File: config.mk
export PLATFORM = sky130hd
export DESIGN_NAME = chk_lfsr8
export DESIGN_NICKNAME = d
export VERILOG_FILES = /design/src/rtl/traffic_pkg.sv /design/src/rtl/chk_lfsr8.sv
export SDC_FILE = /design/constraint.sdc
export NUM_CORES = 1
export LEC_CHECK = 0
export CAP_MARGIN = 30
export CELL_PAD_IN_SITES_DETAIL_PLACEMENT = 2
export CELL_PAD_IN_SITES_GLOBAL_PLACEMENT = 2
export CORE_MARGIN = 8
export CORE_UTILIZATION = 22
export DETAILED_ROUTE_END_ITERATION = 6
export HOLD_SLACK_MARGIN = 0.05
export PLACE_DENSITY = 0.86
export SYNTH_ARGS = -nofsm -noshare
export SYNTH_HDL_FRONTEND = slang
export SYNTH_SLANG_ARGS = --single-unit
File: constraint.sdc
create_clock -name clk -period 1.5 [get_ports clk]
set_input_delay 0.3 -clock clk [delete_from_list [all_inputs] [get_ports clk]]
set_output_delay 0.3 -clock clk [all_outputs]
set_load 0.005 [all_outputs]
File: src/rtl/traffic_pkg.sv
// rtl/traffic_pkg.sv - shared constants, state/error enums and LFSR step for the traffic checker.
package traffic_pkg;

  localparam logic [7:0] UL_SEED_DEF = 8'hAA;
  localparam logic [7:0] UL_TAPS_DEF = 8'hB4;
  localparam logic [7:0] DL_SEED_DEF = 8'h55;
  localparam logic [7:0] DL_TAPS_DEF = 8'hD8;

  localparam logic PKT_UL = 1'b0;
  localparam logic PKT_DL = 1'b1;

  typedef enum logic [1:0] {HUNT, HALF, LOCKED} chk_state_t;

  typedef enum logic [1:0] {
    ERR_NONE = 2'b00,
    ERR_ID   = 2'b01,
    ERR_TYPE = 2'b10,
    ERR_GAP  = 2'b11
  } err_code_t;

  function automatic logic [7:0] lfsr_next(input logic [7:0] x, input logic [7:0] taps);
    return {x[6:0], ^(x & taps)};
  endfunction

endpackage

File: src/rtl/chk_lfsr8.sv
// rtl/chk_lfsr8.sv - 8-bit reference LFSR; load resyncs to the successor of a received ID.
module chk_lfsr8
  import traffic_pkg::*;
#(
  parameter logic [7:0] TAPS = UL_TAPS_DEF,
  parameter logic [7:0] SEED = UL_SEED_DEF
) (
  input  logic       clk,
  input  logic       rst_n,
  input  logic       load,
  input  logic [7:0] load_val,
  input  logic       step,
  output logic [7:0] state
);

  logic [7:0] state_q, state_d;

  // A received ID is a full LFSR state, so the next expected ID is its successor.
  always_comb begin
    state_d = state_q;
    if (load) begin
      state_d = lfsr_next(load_val, TAPS);
    end else if (step) begin
      state_d = lfsr_next(state_q, TAPS);
    end
  end

  always_ff @(posedge clk or negedge rst_n) begin
    if (!rst_n) begin
      state_q <= SEED;
    end else begin
      state_q <= state_d;
    end
  end

  assign state = state_q;

endmodule

Word-level counts from Yosys, hierarchy flattened
Cells that the tools add are included.
- reductions and logical operators: 3
- muxes and demuxes: 2
- operator list (cell ; count):
    8-bit 2-to-1 mux ; 2
    8-bit XOR reduction ; 2
    2-bit nonzero test ; 1
- flip-flop bits (word level): 8
- word-level logic and storage cells: 6
- output and inout bits: 8

Longest topological paths before layout
- word-level depth: 3
- gate-level depth with buffers: 4
- mapped depth without buffers: 4

Least setup slack after synthesis
No wires, ideal clock.
- path type: register -> register
- from: register state_q[5] (netlist: state[5])
- to: register state_q[0] (netlist: state[0])
- required time: 1.424 ns
- arrival: 1.007 ns
- setup slack: 0.416 ns
- period minus slack after synthesis: 1.084 ns
- stages on the path, launching flop included: 5
- cells stage by stage: dfstp_2 xor2_1 xnor2_1 mux2i_1 o21ai_1
- cells in the longest elaborated chain, start to end: 3
- RTL lines (element ; RTL line ; source):
    start, declared ; chk_lfsr8.sv:16 ; logic [7:0] state_q, state_d;
    start signal, assigned ; chk_lfsr8.sv:32 ; state_q <= state_d;
    8-bit XOR reduction ; traffic_pkg.sv:22 ; return {x[6:0], ^(x & taps)};
    8-bit 2-to-1 mux ; chk_lfsr8.sv:23 ; end else if (step) begin
    8-bit 2-to-1 mux ; chk_lfsr8.sv:21 ; if (load) begin
No other way between the ends. The select of a mux whose other input is x is not followed.
A chain may end at the register's enable or synchronous reset.

Worst setup path after layout
- from: register state_q[2] (netlist: state[2])
- to: output port state[2]
- RTL lines (element ; RTL line ; source):
    end, declared ; chk_lfsr8.sv:13 ; output logic [7:0] state
No word-level cell between the ends.

==> results.yml <==
critical_path:
  slowest_delay_ps: 520
  worst-path-buf-inv: 1
  slowest_stage: "clkdlybuf4s50_1"
  worstSetupPathType: "register to primary output"
  cp.arrival_ps: 1160
  required_ps: 1200
  cp_cell_sequence: "clkdlybuf4s50_1"
  crit_fanout: 4
  crit_family: "buffers and inverters"
  worstSetupStartpointType: "register"
  cp-end-kind: "primary output"
sta:
  hold_viol: 0
  fin_crit_sh_pct: 97.3
  finClkSkew_ps: 1.96
  period_minus_slack_ps: 1460
  rsz0062_at_grt: "no"
  relSlewSlack_pct: 70.5
  tns_ps: 0
  finalMaxSlewViolations: 0
  fmax_mhz: 685
  worst_pin_slew_ps: 442
  setup_viol: 0
place:
  port_buffers: 19
  globalplace.congestion: 0.679
floorplanning:
  die_w_um: 59.7
  ios: 20
  initial_utilization_pct: 22.3
  core_area_um2: 1880
  core.rowCount: 16
  die_h_um: 59.7
  die_area_um2: 3570
route:
  viasPerCell: 4.22
  drc: 0
  routedWlPerCell_um: 14.4
  postRouteAntennaNets: 0
  finalWirelength_mm: 1.29
  initialDrtViolationCount: 4
  vias: 380
  drt_pre_antenna_iters: 2
clocking:
  cts_sinks: 8
  htreeDepth: 1
  clockBufferDepth: 2
  cts_tree: "built"
  clockRootBuffer: "clkbuf_4"
  clk_latency_ps: 250
  numCtsBuffers: 3
  cts.clk_slew.worst_paths_ps: 50
  hold_buffers: 0
synth:
  synth_fp_nets: 52
  synth_warnings: 0
  synthesis.area_um2: 420
  ys_types: 10
  ys_ff_latch: 8
  synth_area_leaders: "dfstp_2 (25%), dfrtp_1 (24%), mux2i_1 (19%), o21ai_0 (8.3%), xnor2_1 (8.3%)"
  yosysTopAreaCellShare_pct: 25.0
  syn_inst: 40
  yosysSeqAreaShare_pct: 48.8
  syn_avg_cell_area_um2: 10.5
  netlist.top_cell.by_area: "dfstp_2"
pwr:
  p_clk_share_pct: 25.2
  leakage_nw: 0.319
  pwr-share-comb_pct: 30.6
  power_frac_seq_pct: 44.2
  switching_share_pct: 27.2
  p_int_w: 0.000460
  ir_worst_vdd_mv: 0.236
  powerDensity_nw_per_um2: 916
  switching_power_w: 0.000172
cells_and_area:
  layout.cells.most_common: "clkdlybuf4s50_1"
  largest_reg_flops: 8
  diodes: 0
  final_core_util_pct: 36.6
  layout-drive-gt1-share_pct: 15.9
  synthToLayoutAreaGrowth_pct: 64.0
  layout_common_cells: "clkdlybuf4s50_1 (13), mux2i_1 (8), nand2_1 (8), o21ai_0 (7)"
  nNetsFinal: 77
global_route:
  grt_max_degree: 17
  grt_pass1_vias: 458
  gr-total-overflow: 0
  grt_use_met3_pct: 1.94
  antenna_found_initial: 0
  grt_use_met1_pct: 7.66
  use_met2_pct: 14.2
  groute.usage.overall_pct: 8.09
  grt-busiest-layer: "met2"
  grt_pass1_wl_mm: 2.06
min_path:
  hold_path.class: "input pin to async pin"
outcome:
  status: "finished, final reports clean"
run:
  maxCapViolations: 0
power by group through the flow:
stage	sequential [W]	combinational (W)	clock, W
floorplan	0.000281	0.0000760	0
global placement	0.000282	0.000187	0
detailed placement	0.000286	0.000198	0
CTS	0.000282	0.000193	0.000165
global route	0.000284	0.000212	0.000180
finish	0.000279	0.000193	0.000159
metal layers:
layer | wire length, µm | share of wire (%) | vias up
met4 | 26 | 2.0 | 0
met5 | 0 | 0 | -
met1 | 478 | 37 | 185
met2 | 735 | 57 | 12
met3 | 51 | 3.9 | 2
li1 | - | - | 181
Yosys cell counts:
library cell	number
dfrtp_1	4
mux2i_1	8
o21ai_0	7
dfstp_2	4
nand2_1	8
xor2_1	2
buf_2	1
xnor2_1	4
o21ai_1	1
buf_4	1
path summary, 6_finish.rpt:
path	endpoint	slack, ps	depth (start not counted)	startpoint
setup reg to reg	state[0]	210	5	state[4]
min in group clk	state[7]	580	3	load_val[6]
hold reg to reg	state[1]	590	2	state[1]
setup / recovery	state[2]	40	1	state[2]
max in group asynchronous	state[3]	890	1	rst_n
hold / removal	state[2]	320	1	rst_n
repair_timing:
item	4_1_cts	5_1_grt
cloned	0	0
setup buffers	0	2
gates resized for setup	4	2
setup endpoints to repair	4	3
stage by stage:
stage	cell area [µm²]	power (W)	setup WS [ps]	hold slack [ps]	std cells
2_1_floorplan	420	0.000357	416	4.41	40
3_3_place_gp	652	0.000469	116	582	85
3_5_place_dp	652	0.000484	36.1	593	85
4_1_cts	669	0.000640	13.1	325	88
5_1_grt	689	0.000676	4.10	322	90
6_report	689	0.000632	41.1	316	90
cells by family after synthesis:
kind of cell / Yosys count / share of synthesized area [%]
compound gates: 8 / 9.52
simple gates: 8 / 7.14
flops: 8 / 48.8
mux: 8 / 19.0
xor+xnor: 6 / 12.5
buf+inv: 2 / 2.98
layout make-up:
| cell class | instances | area [µm²] |
|---|---|---|
| multi-input cells | 30 | 203 |
| repair buffers | 22 | 225 |
| flip-flops and latches | 8 | 205 |
| well taps | 27 | 33.8 |
| fillers | 226 | 1190 |
| clock buffers | 3 | 22.5 |
No activity file was read; power rests on OpenSTA's default activity.
==> variant 1: new RTL, same flow settings <==
Register the inputs `load`, `load_val` and `step` before use, with the module's reset. The logic sees them one clock later.
--- a/src/rtl/chk_lfsr8.sv
+++ b/src/rtl/chk_lfsr8.sv
@@ -13,14 +13,30 @@
   output logic [7:0] state
 );
 
+  logic load_q;
+  logic [7:0] load_val_q;
+  logic step_q;
+
+  always_ff @(posedge clk or negedge rst_n) begin
+    if (!rst_n) begin
+      load_q     <= '0;
+      load_val_q <= '0;
+      step_q     <= '0;
+    end else begin
+      load_q     <= load;
+      load_val_q <= load_val;
+      step_q     <= step;
+    end
+  end
+
   logic [7:0] state_q, state_d;
 
   // A received ID is a full LFSR state, so the next expected ID is its successor.
   always_comb begin
     state_d = state_q;
-    if (load) begin
-      state_d = lfsr_next(load_val, TAPS);
-    end else if (step) begin
+    if (load_q) begin
+      state_d = lfsr_next(load_val_q, TAPS);
+    end else if (step_q) begin
       state_d = lfsr_next(state_q, TAPS);
     end
   end
Check against the original RTL: not equivalent (Yosys sat finds a counterexample within 4 cycles, from zero or initial values and one cycle with rst_n low).
==> variant 1 against the unedited design <==
- combinational power grew 12%
- sequential cell count grew 10
- count of clock-buffer cells in the layout grew 1
- cell area grew 43%
- total power grew 62%
- setup slack gained 0.0092 ns
- synthesized cell count grew 25%
- synthesized area grew 60%
- routed wire length grew 20%
==> variant 1: results (changes against the unedited design) <==
metric,value,unit,change
most frequent cells after synthesis,"dfrtp_1, mux2i_1, nand2_1, o21ai_0",,"was mux2i_1, nand2_1, o21ai_0"
n_diodes,0,,unchanged
depth of the worst register-to-register path,5,,unchanged
Max Slew Vio Count,0,,unchanged
"Reg clk slew, reported paths",0.10,ns,was 0.05 ns
all-layer global routing usage,6.59,%,was 8.09%
syn_nets,62,,was 52
Final Net Count,93,,was 77
"Seq/Total Area, Yosys",67.9,%,was 48.8%
Num CTS Buffers,3,,unchanged
PortBufs,19,,unchanged
"CP delay by family, top",buffers and inverters,,unchanged
clock root cell,clkbuf_4,,unchanged
"Async S/R FF share, synth",100,%,unchanged
largest net degree at the start of global routing,19,,was 17
Critical Path Fanout Max,2,,was 4
Max VDD drop,0.000227,V,was 0.000236 V
Hold Path Class,input pin to async pin,,unchanged
vias in the first global route,565,,was 458
reg-to-reg setup timing slack,0.20,ns,
worst reg2reg path endpoint,state[0]$_DFFE_PN0P_,,unchanged
Final setup viols,0,,unchanged
layout cell share with drive strength beyond 1,20.0,%,was 15.9%
Leak,0.473,nW,was 0.319 nW
Placer Congestion,0.772,,was 0.679
CP peak stage delay,0.51,ns,
synth top area cells,"dfrtp_1, dfstp_2, mux2i_1",,"was dfstp_2, dfrtp_1, mux2i_1"
synth warn,0,,unchanged
worst r2r src,state[5]$_DFFE_PN1P_,,was state[4]$_DFFE_PN0P_
Worst-Skew Late Latency,0.28,ns,was 0.25 ns
Sw Pwr,0.248,mW,was 0.172 mW
first-pass GRT wire length,2640,um,was 2060 um
Worst-Margin Slew,0.422,ns,was 0.442 ns
Final HPWL DP,1200,um,
antenna violations before repair,0,,unchanged
DRT Pass-1 Iters,2,,unchanged
Synth Flop Type,dfrtp_1,,was dfstp_2
routed len/inst,13.8,um,was 14.4 um
CTS HTree Levels,1,,unchanged
DR vias/cell,4.03,,was 4.22
initial drt markers,8,,was 4
Yosys cell types,10,,unchanged
Filler Cell Count,325,,was 226
Final Skew,0.00430,ns,was 0.00196 ns
status,finished clean,,unchanged
CP max-delay cell,clkdlybuf4s50_1,,unchanged
CTS max path bufs,2,,unchanged
variant 1: through the flow:
step	setup WS [ns]	area (sq um)	cells	hold slack, ns	utilization, %
global placement	0.162	897	101	0.440	30.1
finish	0.0503	986	113	0.351	33.1
global route	0.0154	986	113	0.363	33.1
CTS	0.00797	963	111	0.361	32.4
detailed placement	0.137	897	101	0.462	30.1
floorplan	0.410	671	50	0.00441	-
variant 1: cell families (layout without fill, tap and decap cells):
logic type | after synthesis | count (layout) | synth area share, %
AO/OA/AOI/OAI | 8 | 8 | 5.97
AND/OR/NAND/NOR | 8 | 8 | 4.48
flip-flops | 18 | 18 | 67.9
XOR/XNOR | 6 | 6 | 7.84
buffers and inverters | 2 | 32 | 1.87
multiplexers | 8 | 8 | 11.9
variant 1: power by group through the flow:
stage	Sequential (mW)	Combinational, mW	Clock (mW)
final	0.566	0.216	0.241
after global routing	0.573	0.238	0.277
after CTS	0.567	0.216	0.254
after detailed placement	0.590	0.181	0
after global placement	0.584	0.176	0
after floorplan	0.575	0.0756	0
variant 1: worst max path at each step:
stage               cells after the start              endpoint                 start
global placement                        1              state[5]  state[5]$_DFFE_PN1P_
detailed placement                      1              state[5]  state[5]$_DFFE_PN1P_
CTS                                     1              state[6]  state[6]$_DFFE_PN0P_
finish                                  1              state[6]  state[6]$_DFFE_PN0P_
global route                            1              state[6]  state[6]$_DFFE_PN0P_
floorplan                               4  state[0]$_DFFE_PN0P_  state[5]$_DFFE_PN1P_
variant 1: layout make-up:
type,instances,area [sq um],share of cell area [%]
well taps,33,41.3,4.19
repair buffers,28,260,26.4
multi-input cells,30,203,20.6
flip-flops and latches,18,455,46.2
clock buffers,4,26.3,2.66
variant 1: metal layers:
layer	track usage, %	part of all wire, %	vias up
met4	2.08	0	0
met1	6.28	36	219
met5	0	0	-
met3	3.35	9.3	0
met2	11.9	55	13
li1	-	-	223
variant 1: what timing repair did:
action,in CTS,in global routing
hold buffers,0,0
buffers inserted,6,2
resized for setup,4,3
setup endpoints to repair,7,4
pin swaps,0,0
==> variant 2: new RTL, same flow settings <==
Without the edit above. Reset style: synchronous (`rst_n`), changed in one clocked block.
--- a/src/rtl/chk_lfsr8.sv
+++ b/src/rtl/chk_lfsr8.sv
@@ -25,7 +25,7 @@
     end
   end
 
-  always_ff @(posedge clk or negedge rst_n) begin
+  always_ff @(posedge clk) begin
     if (!rst_n) begin
       state_q <= SEED;
     end else begin
Behaviour: differs if rst_n is asserted again (counterexample within 4 cycles, from zero or initial values and one cycle with rst_n low); with rst_n held inactive, the same outputs for 10 cycles.
==> variant 2 against the unedited design <==
- highest routed layer is now met3
- synthesized area grew 0.89%
- synthesized cell count rose by 10%
- via count up 4.2%
- sequential cell count stayed put
- setup slack better by 0.019 ns
- critical endpoint is now state[3]
- utilization is 0.067 points lower
- sequential power down 10%
- routed wire length rose by 8.3%
- total power shrank 8.4%
- cell area is 0.18% lower
- largest power group unchanged
- fmax up 1.3%
- clock skew up 0.0062 ns
- combinational power shrank 14%
==> variant 2: results (changes against the unedited design) <==
metric,value,unit,change
Post-Syn Instances,44,,was 40
reg-to-reg setup timing slack,0.34,ns,was 0.21 ns
Setup WS pre-CTS,-0.129,ns,was 0.0361 ns
Final Instance Count excl. Fillers,94,,was 90
cell count after placement,91,,was 85
"CP delay by family, top",buffers and inverters,,unchanged
CTS max path bufs,2,,unchanged
Worst-Margin Slew,0.279,ns,was 0.442 ns
hold_sp,state[4]$_SDFFE_PN0P_,,
largest net degree at the start of global routing,13,,was 17
"Setup Fix Bufs, Post-CTS",0,,unchanged
Hold Path Class,register to register,,was input pin to async pin
worst reg2reg path endpoint,state[0]$_SDFFE_PN0P_,,was state[0]$_DFFE_PN0P_
"Async S/R FF share, synth",0,%,was 100%
max reg flops,8,,unchanged
synth warn,0,,unchanged
DR vias/cell,4.21,,was 4.22
Leak,0.284,nW,was 0.319 nW
Final Net Count,81,,was 77
most frequent cells after synthesis,"dfxtp_1, nand2_1, mux2i_1, mux2_2",,"was mux2i_1, nand2_1, o21ai_0"
first-pass GRT wire length,2190,um,was 2060 um
Yosys cell types,13,,was 10
CTS tree,done,,unchanged
n_diodes,0,,unchanged
synth top area cells,"dfxtp_1, mux2i_1, mux2_2",,"was dfstp_2, dfrtp_1, mux2i_1"
routed len/inst,14.9,um,was 14.4 um
initial drt markers,6,,was 4
CP Data Arrival Time,1.14,ns,was 1.16 ns
all-layer global routing usage,8.23,%,was 8.09%
vias in the first global route,477,,was 458
depth of the worst register-to-register path,4,,was 5
Placer Congestion,0.694,,was 0.679
CP peak stage delay,0.53,ns,
CTS resizes,2,,was 4
CTS HTree Levels,1,,unchanged
syn_nets,56,,was 52
status,finished clean,,unchanged
"Seq/Total Area, Yosys",37.8,%,was 48.8%
DRT Pass-1 Iters,2,,unchanged
CP max-delay cell,clkdlybuf4s50_1,,unchanged
Synth Flop Type,dfxtp_1,,was dfstp_2
worst r2r src,state[5]$_SDFFE_PN1P_,,was state[4]$_DFFE_PN0P_
layout cell share with drive strength beyond 1,20.9,%,was 15.9%
Max VDD drop,0.000287,V,was 0.000236 V
Final HPWL DP,1180,um,
Critical Path Fanout Max,3,,was 4
Hold Crit Depth,3,,
Worst-Skew Late Latency,0.25,ns,about the same
WHS Endpoint,state[5]$_SDFFE_PN1P_,,
Final Skew,0.00818,ns,was 0.00196 ns
clock root cell,clkbuf_4,,unchanged
## variant 2: cell types whose count changed in the layout (fill, tap and decap cells not counted), moves of 4 or more
cell             before  now
clkdlybuf4s50_1      13   19
dfxtp_1               0    5
dfrtp_1               4    0
dfstp_2               4    0
dlygate4sd2_1         4    0
mux2_2                0    4
o21ai_0               7    3
## variant 2: stage by stage
| stage | cell area (sq um) | TNS [ns] | hold slack [ns] |
|---|---|---|---|
| global placement | 662 | -0.346 | 0.612 |
| finish | 688 | 0 | 0.650 |
| CTS | 687 | 0 | 0.645 |
| floorplan | 424 | 0 | 0.362 |
| detailed placement | 662 | -0.697 | 0.647 |
| global route | 688 | 0 | 0.663 |
## variant 2: where the power goes
part | internal (mW) | switching (mW)
clock network | 0.0915 | 0.0715
logic | 0.106 | 0.0596
registers | 0.233 | 0.0176
total | 0.430 | 0.149
## variant 2: layout make-up
| type | instances | area (sq um) |
|---|---|---|
| clock buffers | 3 | 22.5 |
| fillers | 227 | 1190 |
| multi-input cells | 34 | 255 |
| flip-flops and latches | 8 | 164 |
| well taps | 27 | 33.8 |
| repair buffers | 22 | 213 |
## variant 2: cells by family (layout without fill, tap and decap cells)
family                 after synthesis  after routing  synth area share [%]
AND/OR/NAND/NOR                     12             12                  12.4
AO/OA/AOI/OAI                        5              5                  8.26
buffers and inverters                2             25                  2.06
XOR/XNOR                             6              6                  12.4
flip-flops                           8              8                  37.8
multiplexers                        11             11                  27.1
## variant 2: how the worst max path moves through the flow
stage	from	to	slack, ns	cells past startpoint
after floorplan	step	state[1]$_SDFFE_PN1P_	0.39	4
after global placement	step	state[3]$_SDFFE_PN1P_	-0.08	5
after detailed placement	step	state[2]$_SDFFE_PN0P_	-0.13	6
after CTS	state[4]$_SDFFE_PN0P_	state[4]	0.006	1
after global routing	state[3]$_SDFFE_PN1P_	state[3]	0.01	1
final	state[3]$_SDFFE_PN1P_	state[3]	0.06	1
## variant 2: per-layer routing
metal | share of wire (%) | vias up | wire (um) | GRT usage, %
met5 | 0 | - | 0 | 0
met4 | 0 | 0 | 0 | 3.06
met3 | 8.5 | 0 | 119 | 3.23
met2 | 53 | 12 | 748 | 14.8
met1 | 38 | 191 | 531 | 8.30
li1 | - | 193 | - | -
